### config.mk
export PLATFORM = sky130hd
export DESIGN_NAME = uart_rx
export DESIGN_NICKNAME = d
export VERILOG_FILES = /design/src/rtl/uart_pkg.sv /design/src/rtl/baud_gen.sv /design/src/rtl/uart_rx.sv
export SDC_FILE = /design/constraint.sdc
export NUM_CORES = 1
export LEC_CHECK = 0
export CORE_MARGIN = 4
export CORE_UTILIZATION = 30
export CTS_CLUSTER_SIZE = 12
export DETAILED_ROUTE_END_ITERATION = 8
export HOLD_SLACK_MARGIN = 0.03
export PLACE_DENSITY = 0.49
export SLEW_MARGIN = 20
export SYNTH_ARGS = -nofsm -noshare
export SYNTH_HDL_FRONTEND = slang
export SYNTH_HIERARCHICAL = 1
export SYNTH_SLANG_ARGS = --single-unit
### constraint.sdc
create_clock -name clk -period 4 [get_ports clk]
set_clock_uncertainty 0.2 [all_clocks]
set_input_delay 1 -clock clk [delete_from_list [all_inputs] [get_ports clk]]
set_output_delay 1 -clock clk [all_outputs]
set_load 0.01 [all_outputs]
### src/rtl/uart_pkg.sv
// Shared definitions for the UART receiver slice: FSM state encoding and default line timing.
package uart_pkg;

    typedef enum logic [2:0] {
        IDLE       = 3'd0,
        START      = 3'd1,
        DATA       = 3'd2,
        PARITY     = 3'd3,
        STOP       = 3'd4,
        BREAK_WAIT = 3'd5
    } rx_state_t;

    localparam int DEF_CLK_FREQ_HZ = 25_000_000;
    localparam int DEF_BAUD_RATE   = 115_200;

    // Whole clocks per bit at the default rates; handy for stimulus generation.
    localparam int BIT_CLKS = DEF_CLK_FREQ_HZ / DEF_BAUD_RATE;

endpackage : uart_pkg

### src/rtl/baud_gen.sv
// Fractional-N baud tick generator. The phase accumulator advances by BAUD_RATE each clock
// and wraps at CLK_FREQ_HZ; align preloads half a period so the first tick lands mid-bit.
module baud_gen
    import uart_pkg::*;
#(
    parameter int CLK_FREQ_HZ = DEF_CLK_FREQ_HZ,
    parameter int BAUD_RATE   = DEF_BAUD_RATE
) (
    input  logic clk,
    input  logic rst_n,
    input  logic en,
    input  logic align,
    output logic tick
);

    localparam logic [31:0] INC  = 32'(BAUD_RATE);
    localparam logic [31:0] MOD  = 32'(CLK_FREQ_HZ);
    localparam logic [31:0] HALF = 32'(CLK_FREQ_HZ / 2);

    logic [31:0] acc_r;
    logic [31:0] acc_next_s;
    logic        tick_r;

    assign acc_next_s = acc_r + INC;
    assign tick       = tick_r;

    // Phase accumulator with registered overflow tick; align wins over a disabled enable.
    always_ff @(posedge clk or negedge rst_n) begin
        if (!rst_n) begin
            acc_r  <= 32'd0;
            tick_r <= 1'b0;
        end else if (align) begin
            acc_r  <= HALF;
            tick_r <= 1'b0;
        end else if (!en) begin
            acc_r  <= 32'd0;
            tick_r <= 1'b0;
        end else if (acc_next_s >= MOD) begin
            acc_r  <= acc_next_s - MOD;
            tick_r <= 1'b1;
        end else begin
            acc_r  <= acc_next_s;
            tick_r <= 1'b0;
        end
    end

endmodule : baud_gen

### src/rtl/uart_rx.sv
// 8N1-style UART receiver with a one-entry valid/ready holding register.
// Define UART_RX_PARITY_EN to insert a parity bit between the data bits and the stop bit.
module uart_rx
    import uart_pkg::*;
#(
    parameter int CLK_FREQ_HZ = DEF_CLK_FREQ_HZ,
    parameter int BAUD_RATE   = DEF_BAUD_RATE,
    parameter int DATA_BITS   = 8,
    parameter int PARITY_ODD  = 0
) (
    input  logic                 clk,
    input  logic                 rst_n,
    input  logic                 rxd,
    output logic [DATA_BITS-1:0] rx_data,
    output logic                 rx_valid,
    input  logic                 rx_ready,
    output logic                 rx_frame_err,
    output logic                 rx_parity_err,
    output logic                 rx_overrun,
    output logic                 busy
);

    localparam int CNT_W = $clog2(DATA_BITS + 1);

    rx_state_t            state_r;
    logic                 rx_meta_r;
    logic                 rx_sync_r;
    logic                 rx_prev_r;
    logic                 start_edge_s;
    logic                 tick_s;
    logic                 en_s;
    logic                 align_s;
    logic [CNT_W-1:0]     bit_cnt_r;
    logic [DATA_BITS-1:0] shift_r;
    logic [DATA_BITS-1:0] rx_data_r;
    logic                 valid_r;
    logic                 ferr_r;
    logic                 perr_r;
    logic                 ovr_r;
    logic                 busy_r;
    logic                 parity_err_s;

    // Two-flop synchroniser plus a delayed copy for falling-edge detection; idle line is high.
    always_ff @(posedge clk or negedge rst_n) begin
        if (!rst_n) begin
            rx_meta_r <= 1'b1;
            rx_sync_r <= 1'b1;
            rx_prev_r <= 1'b1;
        end else begin
            rx_meta_r <= rxd;
            rx_sync_r <= rx_meta_r;
            rx_prev_r <= rx_sync_r;
        end
    end

    assign start_edge_s = rx_prev_r & ~rx_sync_r;
    assign en_s         = (state_r != IDLE);
    assign align_s      = (state_r == IDLE) & start_edge_s;

    baud_gen #(
        .CLK_FREQ_HZ (CLK_FREQ_HZ),
        .BAUD_RATE   (BAUD_RATE)
    ) u_baud_gen (
        .clk   (clk),
        .rst_n (rst_n),
        .en    (en_s),
        .align (align_s),
        .tick  (tick_s)
    );

`ifdef UART_RX_PARITY_EN
    localparam logic PAR_SENSE = (PARITY_ODD != 0);
    logic par_bit_r;

    // Received parity differs from XOR of the data bits (inverted for odd sense).
    assign parity_err_s = par_bit_r ^ (^shift_r) ^ PAR_SENSE;

    // Parity bit is captured on its own mid-bit tick.
    always_ff @(posedge clk or negedge rst_n) begin
        if (!rst_n) begin
            par_bit_r <= 1'b0;
        end else if ((state_r == PARITY) && tick_s) begin
            par_bit_r <= rx_sync_r;
        end else begin
            par_bit_r <= par_bit_r;
        end
    end
`else
    logic unused_s;

    assign parity_err_s = 1'b0;
    assign unused_s     = (PARITY_ODD != 0);
`endif

    // Receive FSM with the holding register; a completed frame overrides the same-cycle drain.
    always_ff @(posedge clk or negedge rst_n) begin
        if (!rst_n) begin
            state_r   <= IDLE;
            bit_cnt_r <= '0;
            shift_r   <= '0;
            rx_data_r <= '0;
            valid_r   <= 1'b0;
            ferr_r    <= 1'b0;
            perr_r    <= 1'b0;
            ovr_r     <= 1'b0;
            busy_r    <= 1'b0;
        end else begin
            ovr_r <= 1'b0;
            if (valid_r && rx_ready) begin
                valid_r <= 1'b0;
            end
            case (state_r)
                IDLE: begin
                    if (start_edge_s) begin
                        state_r   <= START;
                        bit_cnt_r <= '0;
                        busy_r    <= 1'b1;
                    end
                end
                START: begin
                    if (tick_s) begin
                        if (rx_sync_r) begin
                            state_r <= IDLE;
                            busy_r  <= 1'b0;
                        end else begin
                            state_r <= DATA;
                        end
                    end
                end
                DATA: begin
                    if (tick_s) begin
                        shift_r   <= {rx_sync_r, shift_r[DATA_BITS-1:1]};
                        bit_cnt_r <= bit_cnt_r + CNT_W'(1);
                        if (bit_cnt_r == CNT_W'(DATA_BITS - 1)) begin
`ifdef UART_RX_PARITY_EN
                            state_r <= PARITY;
`else
                            state_r <= STOP;
`endif
                        end
                    end
                end
`ifdef UART_RX_PARITY_EN
                PARITY: begin
                    if (tick_s) begin
                        state_r <= STOP;
                    end
                end
`endif
                STOP: begin
                    if (tick_s) begin
                        if (!valid_r || rx_ready) begin
                            rx_data_r <= shift_r;
                            ferr_r    <= ~rx_sync_r;
                            perr_r    <= parity_err_s;
                            valid_r   <= 1'b1;
                        end else begin
                            ovr_r <= 1'b1;
                        end
                        // A low stop bit may be a break; wait for the line to recover.
                        if (rx_sync_r) begin
                            state_r <= IDLE;
                            busy_r  <= 1'b0;
                        end else begin
                            state_r <= BREAK_WAIT;
                        end
                    end
                end
                BREAK_WAIT: begin
                    if (rx_sync_r) begin
                        state_r <= IDLE;
                        busy_r  <= 1'b0;
                    end
                end
                default: begin
                    state_r <= IDLE;
                    busy_r  <= 1'b0;
                end
            endcase
        end
    end

    assign rx_data       = rx_data_r;
    assign rx_valid      = valid_r;
    assign rx_frame_err  = ferr_r;
    assign rx_parity_err = perr_r;
    assign rx_overrun    = ovr_r;
    assign busy          = busy_r;

endmodule : uart_rx
Word-level counts from Yosys, hierarchy flattened
Index checks and enable logic that the tools add are counted.

Bits of input ports: 4. Bits in registers: 63.

$add $sub $neg: 3. Order comparisons: 1. Reduce and logical (&&, ||, !) cells: 12. Muxes and demuxes: 29. Equal/unequal tests: 12. Bitwise operators: 4.

Operators by type and width (count): $mux W32 (3); $add A32 B17 Y32 const B (1); $ge A32 B25 Y1 const B (1); $sub A32 B25 Y32 const B (1); $mux W3 (7); $pmux W3 S5 (1); $mux W1 (13); $reduce_and A3 Y1 (3); $mux W4 (2); $ne A2 B1 Y1 const B (4); $pmux W4 S2 (1); $eq A3 B3 Y1 const B (2); $ne A2 B2 Y1 const B (3); $reduce_and A6 Y1 (1); $add A4 B1 Y4 const B (1); $eq A4 B3 Y1 const B (1); $pmux W1 S4 (1); $eq A3 B1 Y1 const B (1); $eq A3 B2 Y1 const B (1); $logic_not A3 Y1 (1); $reduce_bool A3 Y1 (1); $and A1 B1 Y1 (2); $mux W2 (1); $not A1 Y1 (2); 6 further kinds (6).

Logic depth before layout (Yosys ltp)
Gate-level depths: netlist of run 1.

Word-level depth: 5. Gate-level depth with buffers: 12. Mapped depth without buffers: 11.

Cells and area by module
Netlist of run 1, hierarchy kept.

By module, submodules not included: baud_gen (area each 2297.2 µm², cells each 264, instances 1); uart_rx (area each 1303.8 µm², cells each 100, instances 1).

Worst setup path after synthesis of run 1
No wires, ideal clock.

Kind: register to register. Start: register u_baud_gen.acc_r[9]. End: register u_baud_gen.acc_r[19]. Stages on the path, launching flop included: 12. Path slack: 0.690 ns. Clock period less this slack: 3.310 ns. Data required time: 3.669 ns. Arrival: 2.979 ns. Path through: dfrtp_1 -> ha_1 -> buf_4 -> inv_1 -> o311a_1 -> o32a_1 -> nor4b_4 -> o21ai_2 -> a2111oi_4 -> o22ai_1 -> o2111a_1 -> or3_1.

Longest elaborated chain between the ends: 5. Elaborated cells on any way between the ends: 6.

Ends and longest elaborated chain: from (decl) (RTL line baud_gen.sv:20) `logic [31:0] acc_r;`; from (signal assigned) (RTL line baud_gen.sv:39) `acc_r <= acc_next_s - MOD;`; from (signal assigned) (RTL line baud_gen.sv:42) `acc_r <= acc_next_s;`; $add A32 B17 Y32 * (RTL line baud_gen.sv:24) `assign acc_next_s = acc_r + INC;`; $sub A32 B25 Y32 / $ge A32 B25 Y1 (equally long branches) (RTL line baud_gen.sv:39, baud_gen.sv:38); $mux W32 * (RTL line baud_gen.sv:38) `end else if (acc_next_s >= MOD) begin`; $mux W32 * (RTL line baud_gen.sv:35) `end else if (!en) begin`; $mux W32 * (RTL line baud_gen.sv:32) `end else if (align) begin`.

Mark *: on every way between the ends. The rest lies on a longest branch, timed or not. A chain may end at the register's enable or synchronous reset.

Worst setup path after layout of run 1
Start: register u_baud_gen.acc_r[9]. End: register u_baud_gen.acc_r[11].

The elaborated chain is that of the path after synthesis.

==> flow_metrics.env, run 1 <==
export IMPL_firstDrtPassIters=4
export IMPL_critPathArrivalTime_ns=3.66
export IMPL_synth_ff_type="dfrtp_1"
export IMPL_antenna_left=0
export IMPL_drt_iter0_drc=145
export IMPL_viasPerCell=5.25
export IMPL_max_stage_delay_ns=0.45
export IMPL_die_area_sq_um=13800
export IMPL_start_util_pct=31.1
export IMPL_min_period_over_period_pct=91.2
export IMPL_place_ws_ns=0.358
export IMPL_rsz0062_at_grt="no"
export IMPL_ctsHoldBuffers=0
export IMPL_fp_row_count=39
export IMPL_gp_congestion=0.828
export IMPL_syn_area_sq_um=3600
export IMPL_wl_um=8530
export IMPL_worst_r2r_setup_slack_ns=0.35
export IMPL_drc=0
export IMPL_clk_path_buf_depth=2
export IMPL_diodes=0
export IMPL_reg2reg_from="u_baud_gen/acc_r[9]$_DFF_PN0_"
export IMPL_cts_resized=0
export IMPL_setup_viol=0
export IMPL_status="finished clean"
export IMPL_cap_violations=0
export IMPL_synth_nets=372
export IMPL_vias=2811
export IMPL_critPathCaptureType="flop"
export IMPL_crit_chain="ha_1 -> nand4_2 -> a2111oi_2 -> xnor2_1 -> nor4b_4 -> o21ai_2 -> a2111o_1 -> buf_4 -> mux2i_1 -> xnor2_1 -> a21o_1"
export IMPL_rr_endpoint="u_baud_gen/acc_r[11]$_DFF_PN0_"
export IMPL_holdPathStages=0
export IMPL_antenna_found_initial=0
export IMPL_clk_pin_slew_ns=0.05
export IMPL_critical_path_slowest_cell="a2111oi_2"
export IMPL_synthCells=364
export IMPL_total_leakage_power_uw=0.00185
export IMPL_cts_tree="built"
export IMPL_critPathLaunchType="flop"
export IMPL_io_pins=17
export IMPL_fin_ws_ns=0.353
export IMPL_holdPathEnd="rx_sync_r$_DFF_PN1_"
export IMPL_detail_route_wl_per_cell_um=15.9
export IMPL_fmax_ghz=0.274
export IMPL_die_h_um=118
export IMPL_clock_latency_ns=0.33
export IMPL_tns_ns=0
export IMPL_crit_fanout=9
export IMPL_postCtsSetupBuffers=0
export IMPL_coreArea_sq_um=11600
export IMPL_design_area_sq_um=4270
export IMPL_layout_commonest_cell="dfrtp_1"
export IMPL_hp_class="flop to flop"
export IMPL_path_class="flop to flop"
export IMPL_final_cell_mix="dfrtp_1 (55), nand2_1 (33), nor2_1 (28)"
export IMPL_yosys_warnings=6
export IMPL_numCtsBuffers=9
export IMPL_grt_overflow=0
export IMPL_ys_ff_latch=58
export IMPL_required_ns=4.02
export IMPL_ys_seq_area_share_pct=40.4
export IMPL_cpMostUsedCell="xnor2_1"
export IMPL_min_delay_start="rx_meta_r$_DFF_PN1_"
export IMPL_io_buffers=15
export IMPL_synthArstFlopShare_pct=100
export IMPL_cts_root_buf="clkbuf_16"
export IMPL_hold_viol_final=0
export IMPL_synth_edff_count=0
export IMPL_grt_pass1_vias=2869
export IMPL_yosysUniqueCellTypes=76
export IMPL_syn_avg_cell_area_sq_um=9.89
export IMPL_timing_hold_ws_ns=0.155
export IMPL_layout_drive_gt1_share_pct=17.3
export IMPL_slew_headroom_pct=54.5
export IMPL_clock_sinks=58
export IMPL_powerDensity_nw_per_um2=757
export IMPL_die_x_um=118
export IMPL_reg2reg_depth=11
export IMPL_syn_to_final_growth_pct=18.7
export IMPL_grt_util_all_layers_pct=13.4
export IMPL_nets=395
export IMPL_ir_worst_vdd_v=0.000379
export IMPL_place_hpwl_um=6040
export IMPL_grt_start_max_net_pins=43
export IMPL_finalCriticalPeriod_ns=3.65
export IMPL_worst_pin_slew_ns=0.683
export IMPL_h_tree_depth=3
export IMPL_slew_violations=0
export IMPL_place_area_sq_um=3920
export IMPL_grt_first_pass_wirelength_um=15200
-- layer usage --
layer	part of all wire [%]	GRT usage, %
met3	3.0	3.65
met1	50	18.4
met5	0	0
met2	46	20.5
met4	1.2	4.47
-- layout make-up --
type                    instances  area [sq um]
fillers                      1166          7290
multi-input cells             278          1990
flip-flops and latches         58          1460
clock buffers                  13           280
repair buffers                 30           260
well taps                     143           179
clock inverters                 3          68.8
inverters                      10          37.5
-- where the power goes --
part / switching [uW] / leakage [uW] / internal, uW
clock network: 273 / 0.000172 / 614
registers: 225 / 0.000761 / 726
logic: 787 / 0.000914 / 610
-- registers in the layout, indices dropped and copies added (netlist names) --
signal	flops
u_baud_gen/acc_r	27
rx_data	8
shift_r	8
bit_cnt_r	4
state_r	3
busy	1
rx_frame_err	1
rx_meta_r	1
rx_overrun	1
rx_prev_r	1
rx_sync_r	1
rx_valid	1
u_baud_gen/tick	1
-- critical path, delay by kind of cell, from the launching register on --
| kind | cells | cell delay, ns |
|---|---|---|
| flops | 1 | 0.44 |
| mux | 1 | 0.13 |
| fa+ha+maj | 1 | 0.29 |
| simple gates | 2 | 0.59 |
| buf+inv | 1 | 0.23 |
| compound gates | 4 | 1.24 |
| xor+xnor | 2 | 0.42 |
-- logic make-up after synthesis --
family / after synthesis / share of synthesized area [%]
DFF: 58 / 40.4
adders and majority gates: 4 / 1.39
and+or+nand+nor: 133 / 20.8
buffers and inverters: 28 / 4.27
muxes: 21 / 6.43
AOI/OAI and AO/OA: 84 / 18.1
xor gates and xnor gates: 35 / 8.51
other: 1 / 0.104
-- Yosys cell counts (4+ instances only) --
cell type  number  area (sq um)
nor2b_1         4          25.0
inv_1          10          37.5
nor2_1         28           105
xor2_1         15           131
ha_1            4          50.1
nand2_1        33           124
nor3_1          8          40.0
nand3_1        14          70.1
nand4_1         7          43.8
a211oi_1        8          60.1
buf_2           6          30.0
o21ai_0        13          65.1
a21oi_1         7          35.0
clkbuf_1        4          15.0
mux2_2         17           191
a21o_1         11          82.6
buf_4           5          37.5
xnor2_1        20           175
dfrtp_1        55          1380
mux2i_1         4          40.0
-- worst max-delay path by stage --
stage                                      to                           from  slack, ns  cells past startpoint
6_report       u_baud_gen/acc_r[11]$_DFF_PN0_  u_baud_gen/acc_r[9]$_DFF_PN0_       0.35                     11
5_1_grt        u_baud_gen/acc_r[19]$_DFF_PN0_  u_baud_gen/acc_r[9]$_DFF_PN0_       0.06                     10
3_3_place_gp   u_baud_gen/acc_r[11]$_DFF_PN0_  u_baud_gen/acc_r[9]$_DFF_PN0_       0.48                     11
3_5_place_dp   u_baud_gen/acc_r[19]$_DFF_PN0_  u_baud_gen/acc_r[9]$_DFF_PN0_       0.36                     10
4_1_cts        u_baud_gen/acc_r[11]$_DFF_PN0_  u_baud_gen/acc_r[9]$_DFF_PN0_       0.35                     11
2_1_floorplan  u_baud_gen/acc_r[19]$_DFF_PN0_  u_baud_gen/acc_r[9]$_DFF_PN0_       0.69                     11
-- through the flow --
step                      total power [uW]  cells  util [%]
after floorplan                       1990    364         -
after global placement                2340    519      33.9
after detailed placement              2350    519      33.9
after CTS                             3270    535      36.9
after global routing                  3500    535      36.9
final                                 3240    535      36.9
No activity file was read; power rests on OpenSTA's default activity.
==> run 2: changes to the inputs <==
Settings changed: MAX_ROUTING_LAYER set to met4, SLEW_MARGIN 20 to unset.
==> run 2 against run 1 <==
Final area about the same. Combinational power barely moved. Cell count stayed put. Maximum frequency increased by 0.16%. Die area stayed put. Highest routed layer unchanged. Wire length increased by 0.47%.
==> flow_metrics.env, run 2 (synthesis results as in run 1) <==
export IMPL_area_sequential_sq_um=1460
export IMPL_cts_root_buf="clkbuf_16"
export IMPL_clock_sinks=58
export IMPL_cap_violations=0
export IMPL_worst_pin_slew_ns=0.996
export IMPL_critPathArrivalTime_ns=3.66
export IMPL_clk_pin_slew_ns=0.05
export IMPL_final_cell_mix="dfrtp_1 (55), nand2_1 (33), nor2_1 (28)"
export IMPL_worst_path_buf_inv=1
export IMPL_p_sw_uw=1280
export IMPL_fill_cells=1165
export IMPL_min_period_over_period_pct=91.0
export IMPL_swShare_pct=39.7
export IMPL_syn_to_final_growth_pct=18.6
export IMPL_sequentialPowerShare_pct=29.5
export IMPL_die_h_um=118
export IMPL_total_leakage_power_uw=0.00185
export IMPL_fmax_ghz=0.275
export IMPL_place_hpwl_um=6040
export IMPL_slew_headroom_pct=33.6
export IMPL_drc=0
export IMPL_cts_resized=0
export IMPL_hold_viol_final=0
export IMPL_critical_path_slowest_cell="a2111oi_2"
export IMPL_drt_iter0_drc=150
export IMPL_coreArea_sq_um=11600
export IMPL_ir_worst_vdd_v=0.000379
export IMPL_largest_reg_flops=27
export IMPL_grt_pass1_vias=2871
export IMPL_grt_first_pass_wirelength_um=15100
export IMPL_critPathTopFamily="compound AO/OA/AOI/OAI gates"
export IMPL_antenna_left=0
export IMPL_antenna_found_initial=0
export IMPL_layout_commonest_cell="dfrtp_1"
export IMPL_cts_tree="built"
export IMPL_numCtsBuffers=9
export IMPL_io_buffers=15
export IMPL_vias=2843
export IMPL_clock_latency_ns=0.32
export IMPL_endpoint="u_baud_gen/acc_r[11]$_DFF_PN0_"
export IMPL_multi_input_area_sq_um=1990
export IMPL_max_flop_register="u_baud_gen/acc_r"
export IMPL_design_area_sq_um=4270
export IMPL_start_util_pct=31.1
export IMPL_fp_row_count=39
export IMPL_diodes=0
export IMPL_layout_drive_gt1_share_pct=17.3
export IMPL_clk_path_buf_depth=2
export IMPL_critPathCaptureType="flop"
export IMPL_crit_chain="ha_1 -> nand4_2 -> a2111oi_2 -> xnor2_1 -> nor4b_4 -> o21ai_2 -> a2111o_1 -> buf_4 -> mux2i_1 -> xnor2_1 -> a21o_1"
export IMPL_io_pins=17
export IMPL_hp_class="flop to flop"
export IMPL_die_x_um=118
export IMPL_crit_fanout=9
export IMPL_finalNonFillerCells=535
export IMPL_tns_ns=0
export IMPL_ctsHoldBuffers=0
export IMPL_die_area_sq_um=13800
export IMPL_detail_route_wl_per_cell_um=16.0
export IMPL_grt_start_max_net_pins=43
export IMPL_timing_hold_ws_ns=0.155
export IMPL_wl_um=8570
export IMPL_critPathLaunchType="flop"
export IMPL_p_int_uw=1950
export IMPL_h_tree_depth=3
export IMPL_firstDrtPassIters=4
export IMPL_status="finished clean"
export IMPL_required_ns=4.01
export IMPL_gp_congestion=0.840
export IMPL_finalCriticalPeriod_ns=3.64
export IMPL_path_class="flop to flop"
export IMPL_fin_util_pct=36.9
export IMPL_cp_startpoint="u_baud_gen/acc_r[9]$_DFF_PN0_"
export IMPL_worst_r2r_setup_slack_ns=0.36
export IMPL_cpMostUsedCell="xnor2_1"
export IMPL_rr_endpoint="u_baud_gen/acc_r[11]$_DFF_PN0_"
export IMPL_setup_viol=0
export IMPL_powerDensity_nw_per_um2=757
export IMPL_slew_violations=0
export IMPL_grt_util_all_layers_pct=13.8
export IMPL_rsz0062_at_grt="no"
export IMPL_viasPerCell=5.31
export IMPL_dp_cells=519
export IMPL_p_comb_share_pct=43.1
export IMPL_grt_overflow=0
export IMPL_clockPowerShare_pct=27.4
export IMPL_path_depth=11
export IMPL_place_area_sq_um=3920
export IMPL_reg2reg_depth=11
export IMPL_max_stage_delay_ns=0.45
export IMPL_nets=395
export IMPL_reg2reg_from="u_baud_gen/acc_r[9]$_DFF_PN0_"
export IMPL_postCtsSetupBuffers=0
[run 2: cell types whose count changed in the layout (fill, tap and decap cells not counted)]
| cell | previous run | this run |
|---|---|---|
| buf_4 | 16 | 15 |
| buf_2 | 0 | 1 |
[run 2: power by group through the flow]
stage | registers, uW | clock network, uW | logic [uW]
after global routing | 990 | 946 | 1560
after global placement | 956 | 0 | 1390
after detailed placement | 959 | 0 | 1400
after CTS | 952 | 915 | 1400
final | 953 | 887 | 1390
after floorplan | 844 | 0 | 1140
[run 2: cell type report]
cell class | count | share of cell area (%)
clock buffers | 13 | 6.56
clock inverters | 3 | 1.61
inverters | 10 | 0.879
multi-input cells | 278 | 46.6
flip-flops and latches | 58 | 34.1
well taps | 143 | 4.19
repair buffers | 30 | 6.04
[run 2: stage by stage]
step / setup WS [ns] / total power (uW)
5_1_grt: 0.0607 / 3500
2_1_floorplan: 0.690 / 1990
4_1_cts: 0.351 / 3270
6_report: 0.359 / 3230
3_5_place_dp: 0.358 / 2350
3_3_place_gp: 0.477 / 2340
[run 2: worst min-delay path by stage]
| stage | cells past startpoint | end | startpoint | slack, ns |
|---|---|---|---|---|
| 6_report | 0 | rx_sync_r$_DFF_PN1_ | rx_meta_r$_DFF_PN1_ | 0.15 |
| 5_1_grt | 0 | rx_sync_r$_DFF_PN1_ | rx_meta_r$_DFF_PN1_ | 0.16 |
| 4_1_cts | 0 | rx_sync_r$_DFF_PN1_ | rx_meta_r$_DFF_PN1_ | 0.16 |
| 3_5_place_dp | 0 | rx_sync_r$_DFF_PN1_ | rx_meta_r$_DFF_PN1_ | 0.15 |
| 3_3_place_gp | 0 | rx_sync_r$_DFF_PN1_ | rx_meta_r$_DFF_PN1_ | 0.15 |
| 2_1_floorplan | 0 | rx_sync_r$_DFF_PN1_ | rx_meta_r$_DFF_PN1_ | 0.15 |
[run 2: layer usage]
| layer | routed length [um] | GRT usage [%] |
|---|---|---|
| met5 | 0 | - |
| met4 | 83 | 4.47 |
| met3 | 301 | 3.51 |
| met2 | 3950 | 20.6 |
| met1 | 4240 | 18.3 |
==> run 3: changes to the inputs <==
Settings changed: PLACE_DENSITY 0.49 to 0.55, SETUP_SLACK_MARGIN set to 0.5, SLEW_MARGIN set to 30.
==> run 3 against run 2 <==
Die area unchanged. Critical path depth down 1. Sequential share of layout area is 0.86 points lower. Sequential power hardly changed. Count of clock-buffer cells in the layout down 2. Non-clock buffer count is 10 higher. Sequential cell count unchanged. Via count increased by 4.7%. Final area rose by 2.9%. First-iteration DRC count increased by 5.3%.
==> flow_metrics.env, run 3 (synthesis results as in run 1) <==
export IMPL_nets=406
export IMPL_rr_endpoint="u_baud_gen/acc_r[20]$_DFF_PN0_"
export IMPL_grt_util_all_layers_pct=13.1
export IMPL_grt_first_pass_wirelength_um=14500
export IMPL_grt_start_max_net_pins=42
export IMPL_vias=2978
export IMPL_layout_drive_gt1_share_pct=22.8
export IMPL_hp_class="flop to flop"
export IMPL_start_util_pct=31.1
export IMPL_critPathCaptureType="flop"
export IMPL_cts_tree="built"
export IMPL_holdPathStages=0
export IMPL_critPathArrivalTime_ns=3.38
export IMPL_powerDensity_nw_per_um2=745
export IMPL_critical_path_slowest_cell="a2111o_2"
export IMPL_required_ns=4.02
export IMPL_drt_iter0_drc=158
export IMPL_cts_root_buf="clkbuf_16"
export IMPL_cap_violations=0
export IMPL_max_stage_delay_ns=0.57
export IMPL_crit_chain="buf_4 -> a41oi_1 -> o211ai_1 -> a32o_1 -> and3_1 -> a2111o_2 -> buf_4 -> o311ai_0 -> xor2_1 -> a21o_1"
export IMPL_clock_latency_ns=0.33
export IMPL_numCtsBuffers=9
export IMPL_status="finished clean"
export IMPL_die_h_um=118
export IMPL_clk_path_buf_depth=2
export IMPL_cpMostUsedCell="buf_4"
export IMPL_crit_fanout=10
export IMPL_die_x_um=118
export IMPL_critPathLaunchType="flop"
export IMPL_largest_reg_flops=27
export IMPL_clk_pin_slew_ns=0.05
export IMPL_ir_worst_vdd_v=0.000268
export IMPL_hold_viol_final=0
export IMPL_min_delay_start="rx_meta_r$_DFF_PN1_"
export IMPL_io_buffers=15
export IMPL_timing_hold_ws_ns=0.162
export IMPL_worst_pin_slew_ns=0.734
export IMPL_total_leakage_power_uw=0.00187
export IMPL_reg2reg_from="u_baud_gen/acc_r[11]$_DFF_PN0_"
export IMPL_io_pins=17
export IMPL_slew_violations=0
export IMPL_fmax_ghz=0.297
export IMPL_rsz0062_at_grt="no"
export IMPL_syn_to_final_growth_pct=22.1
export IMPL_clock_sinks=58
export IMPL_path_class="flop to flop"
export IMPL_diodes=0
export IMPL_slew_headroom_pct=50.6
export IMPL_coreArea_sq_um=11600
export IMPL_fp_row_count=39
export IMPL_reg2reg_depth=10
export IMPL_max_flop_register="u_baud_gen/acc_r"
export IMPL_viasPerCell=5.45
export IMPL_layout_commonest_cell="dfrtp_1"
export IMPL_detail_route_wl_per_cell_um=15.8
export IMPL_setup_viol=0
export IMPL_tns_ns=0
export IMPL_drc=0
export IMPL_holdPathEnd="rx_sync_r$_DFF_PN1_"
export IMPL_firstDrtPassIters=5
export IMPL_grt_pass1_vias=2844
export IMPL_worst_r2r_setup_slack_ns=0.63
export IMPL_min_period_over_period_pct=84.1
export IMPL_antenna_left=0
export IMPL_cp_startpoint="u_baud_gen/acc_r[11]$_DFF_PN0_"
export IMPL_fin_util_pct=38.0
export IMPL_antenna_found_initial=0
export IMPL_wl_um=8650
export IMPL_h_tree_depth=3
export IMPL_gp_congestion=0.887
export IMPL_place_hpwl_um=5790
export IMPL_die_area_sq_um=13800
export IMPL_grt_overflow=0
export IMPL_final_cell_mix="dfrtp_1 (51), nand2_1 (33), nor2_1 (28)"
export IMPL_finalCriticalPeriod_ns=3.37
-- run 3: layout make-up --
type / instances / area [sq um]
multi-input combinational: 279 / 2090
clock inverter: 5 / 53.8
fill: 1088 / 7170
timing repair buffer: 40 / 335
inverter: 10 / 37.5
sequential: 58 / 1460
clock buffer: 11 / 243
tap: 143 / 179
-- run 3: worst max path at each step --
stage / to / slack (ns) / cells after the start
finish: u_baud_gen/acc_r[20]$_DFF_PN0_ / 0.63 / 10
global route: u_baud_gen/acc_r[19]$_DFF_PN0_ / 0.47 / 10
CTS: u_baud_gen/acc_r[31]$_DFF_PN0_ / 0.49 / 10
detailed placement: u_baud_gen/acc_r[19]$_DFF_PN0_ / 0.27 / 10
global placement: u_baud_gen/acc_r[19]$_DFF_PN0_ / 0.40 / 10
floorplan: u_baud_gen/acc_r[19]$_DFF_PN0_ / 0.69 / 11
-- run 3: timing repair --
action                     4_1_cts  5_1_grt
gates resized for setup          6       14
cloned                           0        1
pin swaps                        2        5
hold buffers                     0        0
setup endpoints to repair        6       25
setup buffers                    4        6
-- run 3: stage by stage --
step | total power (uW) | area, sq um | std cells | setup WS [ns]
CTS | 3210 | 4290 | 539 | 0.489
floorplan | 1990 | 3600 | 364 | 0.690
detailed placement | 2350 | 3920 | 519 | 0.270
global route | 3510 | 4400 | 546 | 0.469
finish | 3280 | 4400 | 546 | 0.635
global placement | 2340 | 3920 | 519 | 0.398
-- run 3: routing by layer --
layer | part of all wire [%] | wire, um | up-vias | GRT usage (%)
met5 | 0 | 0 | - | -
met3 | 4.2 | 363 | 12 | 3.22
met4 | 1.9 | 165 | 0 | 6.01
met1 | 48 | 4160 | 1479 | 17.2
li1 | - | - | 1415 | -
met2 | 46 | 3960 | 72 | 19.0
-- run 3: where the power goes --
part / switching, uW / total [uW] / internal, uW
Sequential: 222 / 952 / 730
Clock: 274 / 770 / 496
Combinational: 863 / 1550 / 690
Total: 1360 / 3280 / 1920
-- run 3: critical path: cells and delay by family (launching register included) --
family          cells  cell delay, ns
buf+inv             2            0.40
compound gates      6            1.86
flops               1            0.44
simple gates        1            0.22
xor+xnor            1            0.13
